[config.mk]
export PLATFORM = sky130hd
export DESIGN_NAME = acc_byte_serializer_flat
export DESIGN_NICKNAME = d
export VERILOG_FILES = /design/src/rtl/acc_byte_serializer_if.sv /design/src/rtl/acc_byte_serializer.sv /design/src/flat_wrapper.sv
export SDC_FILE = /design/constraint.sdc
export NUM_CORES = 1
export LEC_CHECK = 0
export BUFFER_PORTS_ARGS = -buffer_cell sky130_fd_sc_hd__buf_2
export CORE_MARGIN = 4
export CORE_UTILIZATION = 46
export CTS_CLUSTER_SIZE = 20
export DETAILED_ROUTE_END_ITERATION = 6
export GPL_TIMING_DRIVEN = 0
export PLACE_DENSITY_LB_ADDON = 0.08
export SYNTH_ARGS = -nofsm -noshare
export SYNTH_HDL_FRONTEND = slang
export SYNTH_SLANG_ARGS = --single-unit
[constraint.sdc]
create_clock -name clk -period 2.4 [get_ports clk]
set_input_delay 0.36 -clock clk [delete_from_list [all_inputs] [get_ports clk]]
set_output_delay 0.36 -clock clk [all_outputs]
set_load 0.05 [all_outputs]
[src/rtl/acc_byte_serializer_if.sv]
// Word-in / byte-out handshake bundle for acc_byte_serializer.
// Both sides use valid/ready: a transfer happens on a rising clk edge where valid & ready are both 1.
// A producer keeps its data stable while valid is 1 and ready is 0.
interface acc_byte_serializer_if;
  logic [39:0] din;
  logic        din_valid;
  logic        din_ready;
  logic [7:0]  dout;
  logic        dout_valid;
  logic        dout_ready;
  logic        dout_last;

  modport slave (
    input  din, din_valid, dout_ready,
    output din_ready, dout, dout_valid, dout_last
  );

  modport master (
    output din, din_valid, dout_ready,
    input  din_ready, dout, dout_valid, dout_last
  );
endinterface

[src/rtl/acc_byte_serializer.sv]
// Serializes a 40-bit accumulator sum into five bytes over a valid/ready stream.
// Words that arrive while a word is still being sent are dropped and counted.
module acc_byte_serializer #(
  parameter bit MSB_FIRST = 1'b1
) (
  input  logic                       clk,
  input  logic                       rst,
  acc_byte_serializer_if.slave       bus,
  output logic [7:0]                 drop_cnt,
  output logic                       state_dbg
);

  typedef enum logic {
    IDLE = 1'b0,
    SEND = 1'b1
  } state_t;

  state_t      state;
  logic [39:0] hold;
  logic [2:0]  idx;

  // Byte position i in transmit order, mapped to its place in the word.
  function automatic logic [7:0] byte_at(input logic [39:0] w, input logic [2:0] i);
    logic [2:0] k;
    logic [7:0] b;
    k = MSB_FIRST ? (3'd4 - i) : i;
    case (k)
      3'd0:    b = w[7:0];
      3'd1:    b = w[15:8];
      3'd2:    b = w[23:16];
      3'd3:    b = w[31:24];
      3'd4:    b = w[39:32];
      default: b = 8'h00;
    endcase
    return b;
  endfunction

  assign bus.din_ready = (state == IDLE);
  assign state_dbg     = state;

  always_ff @(posedge clk or negedge rst) begin
    if (!rst) begin
      state          <= IDLE;
      hold           <= 40'h0;
      idx            <= 3'd0;
      bus.dout       <= 8'h00;
      bus.dout_valid <= 1'b0;
      bus.dout_last  <= 1'b0;
      drop_cnt       <= 8'h00;
    end else begin
      // Any word offered while busy is lost, including one on the final transfer cycle.
      if (state == SEND && bus.din_valid && drop_cnt != 8'hFF)
        drop_cnt <= drop_cnt + 8'd1;

      case (state)
        IDLE: begin
          if (bus.din_valid) begin
            hold           <= bus.din;
            idx            <= 3'd0;
            state          <= SEND;
            bus.dout       <= byte_at(bus.din, 3'd0);
            bus.dout_valid <= 1'b1;
            bus.dout_last  <= 1'b0;
          end
        end
        SEND: begin
          if (bus.dout_ready) begin
            if (idx == 3'd4) begin
              state          <= IDLE;
              idx            <= 3'd0;
              bus.dout       <= 8'h00;
              bus.dout_valid <= 1'b0;
              bus.dout_last  <= 1'b0;
            end else begin
              idx           <= 3'(idx + 3'd1);
              bus.dout      <= byte_at(hold, 3'(idx + 3'd1));
              bus.dout_last <= (idx == 3'd3);
            end
          end
        end
        default: state <= IDLE;
      endcase
    end
  end

endmodule

[src/flat_wrapper.sv]
// flat-port wrapper written by rule: the top's interface ports become plain ports
module acc_byte_serializer_flat 
#(
  parameter bit MSB_FIRST = 1'b1
)
  (clk, rst, drop_cnt, state_dbg, bus_din, bus_din_valid, bus_dout_ready, bus_din_ready, bus_dout, bus_dout_valid, bus_dout_last);
  acc_byte_serializer_if bus_i ();
  input  logic clk;
  input  logic rst;
  output logic [7:0] drop_cnt;
  output logic state_dbg;
  input wire logic [$bits(bus_i.din)-1:0] bus_din;
  input wire logic [$bits(bus_i.din_valid)-1:0] bus_din_valid;
  input wire logic [$bits(bus_i.dout_ready)-1:0] bus_dout_ready;
  output wire logic [$bits(bus_i.din_ready)-1:0] bus_din_ready;
  output wire logic [$bits(bus_i.dout)-1:0] bus_dout;
  output wire logic [$bits(bus_i.dout_valid)-1:0] bus_dout_valid;
  output wire logic [$bits(bus_i.dout_last)-1:0] bus_dout_last;
  assign bus_i.din = bus_din;
  assign bus_i.din_valid = bus_din_valid;
  assign bus_i.dout_ready = bus_dout_ready;
  assign bus_din_ready = bus_i.din_ready;
  assign bus_dout = bus_i.dout;
  assign bus_dout_valid = bus_i.dout_valid;
  assign bus_dout_last = bus_i.dout_last;
  acc_byte_serializer #(.MSB_FIRST(MSB_FIRST)) u_core (.clk(clk), .rst(rst), .bus(bus_i), .drop_cnt(drop_cnt), .state_dbg(state_dbg));
endmodule
==> metrics.md <==
| Metric | Value |
|---|---|
| Result of the run | finished, final reports clean |
| Static Leak | around 1.8 nW |
| Setup Viol. Count Final | 0 |
| Net count of the mapped netlist | 360 |
| Critical register-to-register path endpoint | u_core.bus.dout[1] |
| Post-synth top area share | a little over half |
| Depth of the most critical reg-to-reg path | 7 |
| Type of element launching the critical path | flip-flop |
| Slew Limit Fails | 0 |
| Area of the core | 0.006026 mm2 |
| Final ANT Viol Nets | 0 |
| Maximum level of the CTS H-tree | 3 |
| Mapped Cells | 309 |
| Share of the cycle needed by the critical path after routing | 90.92% |
| Number of hold violations in the final report | 0 |
| Largest area contributor in the synthesized netlist | dfrtp_1 |
| Worst voltage drop across the vdd grid | 0.7921 mV |
| Critical path required time | 2.62 ns |
| Die Area | around 0.0076 mm2 |
| Critical register-to-register path startpoint | u_core.idx[0] |
| Clock edge transition at the registers on the reported setup and hold paths | 0.07 ns |
| Transition time at the pin with the least slew margin | roughly 0.79 ns |
| Total global routing overflow | 0 |
| Switching share of power | between 40% and 50% |
| Insertion delay of the later-clocked pin in the worst-skew pair | 0.34 ns |
| Clock sink count | 62 |
| Wire length of the first global-routing pass | 11,790 um |
| CTS Hold Buffers Added | 0 |
| Net count, final | 436 |
| Hold WS | approximately 0.08 ns |
| Post-synthesis area per instance | between 9 and 10 um2 |
| Initial detailed-routing violation count | 180 |
| Setup repair after global routing missed its margin | false |
| Final weighted congestion in routability-driven placement | 0.7601 |
| R2R Setup Slk | 0.22 ns |
| Switching component of the power | 2.220 mW |
| Critical path arrival | 2.41 ns |
| Placement Rows | 28 |
| Areal power density over the cells | about 1500 mW/mm2 |
| Post-synthesis cell type count | 33 |
| Top fanout value on the critical path | 6 |
| Capturing element type of the critical path | flip-flop |
| Worst Path Class, Setup | flip-flop to flip-flop |
| CP startpoint | u_core.idx[0] |
| Final Skew | 0.006433 ns |
| Crit path cell chain | ha_2 -> ha_4 -> xor2_4 -> buf_4 -> mux2_1 -> a211oi_1 -> nor2_1 |
| Starting density of the core | 48.05% |
| Layout-stage area growth over the synthesis result | 22.04% |
| Total inserted antenna cells | 0 |
| Detailed Routing Iterations Pass 1 | 5 |
| Total length of routed wires | about 7200 um |
| Die Span X | 87.34 um |
| Buffers on Ports | 63 |
| Detailed-route vias per instance | 5.114 |
| Placed cell count | between 400 and 500 |
| Pin count of the biggest net entering global routing | 63 |
| Minimum clock period after layout | ~2.2 ns |
| Number of cells in the finished layout apart from fillers | approximately 460 |
| Vias in the first global route | 2,405 |
| Total I/O pin count | 64 |
| Antenna violations before repair | 0 |
| Max-cap violation count | 0 |
| Setup slack of the critical path after layout | 0.2180 ns |
| Largest incremental delay on the critical path | 0.46 ns |
| Commonest cells after routing, fill and taps aside | 130 x nand2_1, 65 x buf_2, 62 x dfrtp_1, 16 x nor2_1, 10 x clkbuf_8 |
| Cell at the root of the clock tree | clkbuf_8 |
| Combinational cell fraction of total power | 47.1% |
| Path class of the lowest-slack min-delay path | input port to asynchronous set/reset pin |
| Achievable clock frequency | 458.3 MHz |
| Register bit total from synthesis | 62 |
| Yosys warns | 0 |
| Top cells by area in the synthesized netlist | dfrtp_1 54%, nand2_1 17%, mux2_1 3.1% |
| Internal power of the cells | around 3 mW |
| Most frequent standard cell in the layout excluding fill and tap cells | nand2_1 |
| Register share of total power | 35.3% |
| Share of final-layout standard cells stronger than drive strength 1 | a little under a quarter |
| Average routed wire per standard cell | 15.47 um |
| Slew headroom | approximately 47% |
| Total vias in the final route | approximately 2.4k |
| Maximum buffer depth of the clock tree | 2 |
| Clock tree from TritonCTS | yes |
| Max stage delay cell, worst path | dfrtp_1 |
| DRC | 0 |
| Overall global routing resource usage | between 20% and 30% |
| Post-layout utilization of the core | a little under 60% |
| Post-placement worst setup slack | -0.008016 ns |
| Summed instance area of the synthesized netlist | 0.002895 mm2 |
| HPWL Detailed | 5025 um |
| Number of clock buffers inserted by TritonCTS | 9 |
| Fraction of the yosys area taken by sequential cells | 53.59% |
| Part of the total power dissipated in the clock network | between 15 and 20% |
| Height of the die | about 87 um |
## power groups by stage
stage	Sequential, mW	Combinational (mW)	Clock [mW]
floorplan	2.20	1.35	0
detailed placement	1.83	2.33	0
global route	1.87	2.66	0.966
finish	1.81	2.42	0.901
CTS	1.81	2.39	0.921
global placement	1.81	2.29	0
## sequential cells by signal (all words and copies together) (netlist names)
name                   flops
u_core.hold               40
u_core.state_dbg           1
u_core.bus.dout_last       1
u_core.drop_cnt            8
u_core.bus.dout            8
u_core.bus.dout_valid      1
u_core.idx                 3
## cells in the mapped netlist
| cell type | instances |
|---|---|
| a222oi_1 | 8 |
| a211oi_1 | 8 |
| o211a_1 | 1 |
| inv_1 | 5 |
| o22ai_1 | 9 |
| or4_4 | 1 |
| clkbuf_1 | 5 |
| dfrtp_1 | 62 |
| nand2_2 | 1 |
| ha_1 | 7 |
| buf_6 | 1 |
| xor2_1 | 2 |
| buf_2 | 3 |
| o2111a_4 | 1 |
| xnor2_1 | 6 |
| buf_8 | 1 |
| nand4_1 | 3 |
| nand3_1 | 4 |
| nor3_1 | 1 |
| nor2_1 | 16 |
| o22a_1 | 2 |
| o21a_1 | 8 |
| o211ai_1 | 1 |
| nor2b_1 | 1 |
| and3_1 | 1 |
| nor3b_1 | 1 |
| nand2b_1 | 1 |
| buf_1 | 6 |
| xor2_4 | 1 |
| nand2_1 | 130 |
| mux2_1 | 8 |
| a21oi_1 | 1 |
| o21ai_1 | 3 |
## worst max-delay path by stage
stage / slack [ns] / end / cells past startpoint
global placement: 0.005 / u_core.bus.dout[6] / 6
CTS: 0.05 / u_core.bus.dout[1] / 7
finish: 0.22 / u_core.bus.dout[1] / 7
global route: 0.07 / u_core.bus.dout[1] / 7
floorplan: 0.22 / u_core.bus.dout[0] / 6
detailed placement: -0.008 / u_core.bus.dout[1] / 6
## routing by layer
layer / vias up / track usage, % / wire (um)
li1: 1184 / - / -
met1: 1119 / 28.70 / 3468
met2: 60 / 31.16 / 3227
met3: 10 / 3.784 / 356
met4: 0 / 8.787 / 124
met5: - / 0 / 0
## metrics by stage
step	cell area (um2)	setup TNS, ns	total power [mW]
6_report	3533	0	5.135
5_1_grt	3533	0	5.499
4_1_cts	3511	0	5.129
3_5_place_dp	3307	-0.01180	4.163
3_3_place_gp	3304	0	4.101
2_1_floorplan	2895	0	3.542
## cell families after synthesis
kind of cell | after synthesis | share of synthesized area, %
mux | 8 | 3.112
compound gates | 42 | 11.45
flops | 62 | 53.59
simple gates | 160 | 21.95
buf+inv | 21 | 3.500
xor+xnor | 9 | 3.371
fa+ha+maj | 7 | 3.025
## layout make-up
cell class,instances,area (um2)
fill,591,2492
sequential,62,1551
multi-input combinational,226,1265
timing repair buffer,65,332.8
clock buffer,11,141.4
tap,75,93.84
buffer,16,82.58
clock inverter,4,47.55
inverter,5,18.77
## timing repair
| item | in CTS | in global routing |
|---|---|---|
| setup endpoints to repair | 8 | 8 |
| buffers inserted | 2 | 0 |
| resized for setup | 0 | 4 |
## critical path, delay by kind of cell (launching register included)
family | cells | cell delay (ns)
AOI/OAI and AO/OA | 1 | 0.25
xor gates and xnor gates | 1 | 0.15
adders and majority gates | 2 | 0.63
buffers and inverters | 1 | 0.17
DFF | 1 | 0.46
muxes | 1 | 0.33
and+or+nand+nor | 1 | 0.07
Power figures use the tool's default switching activity.
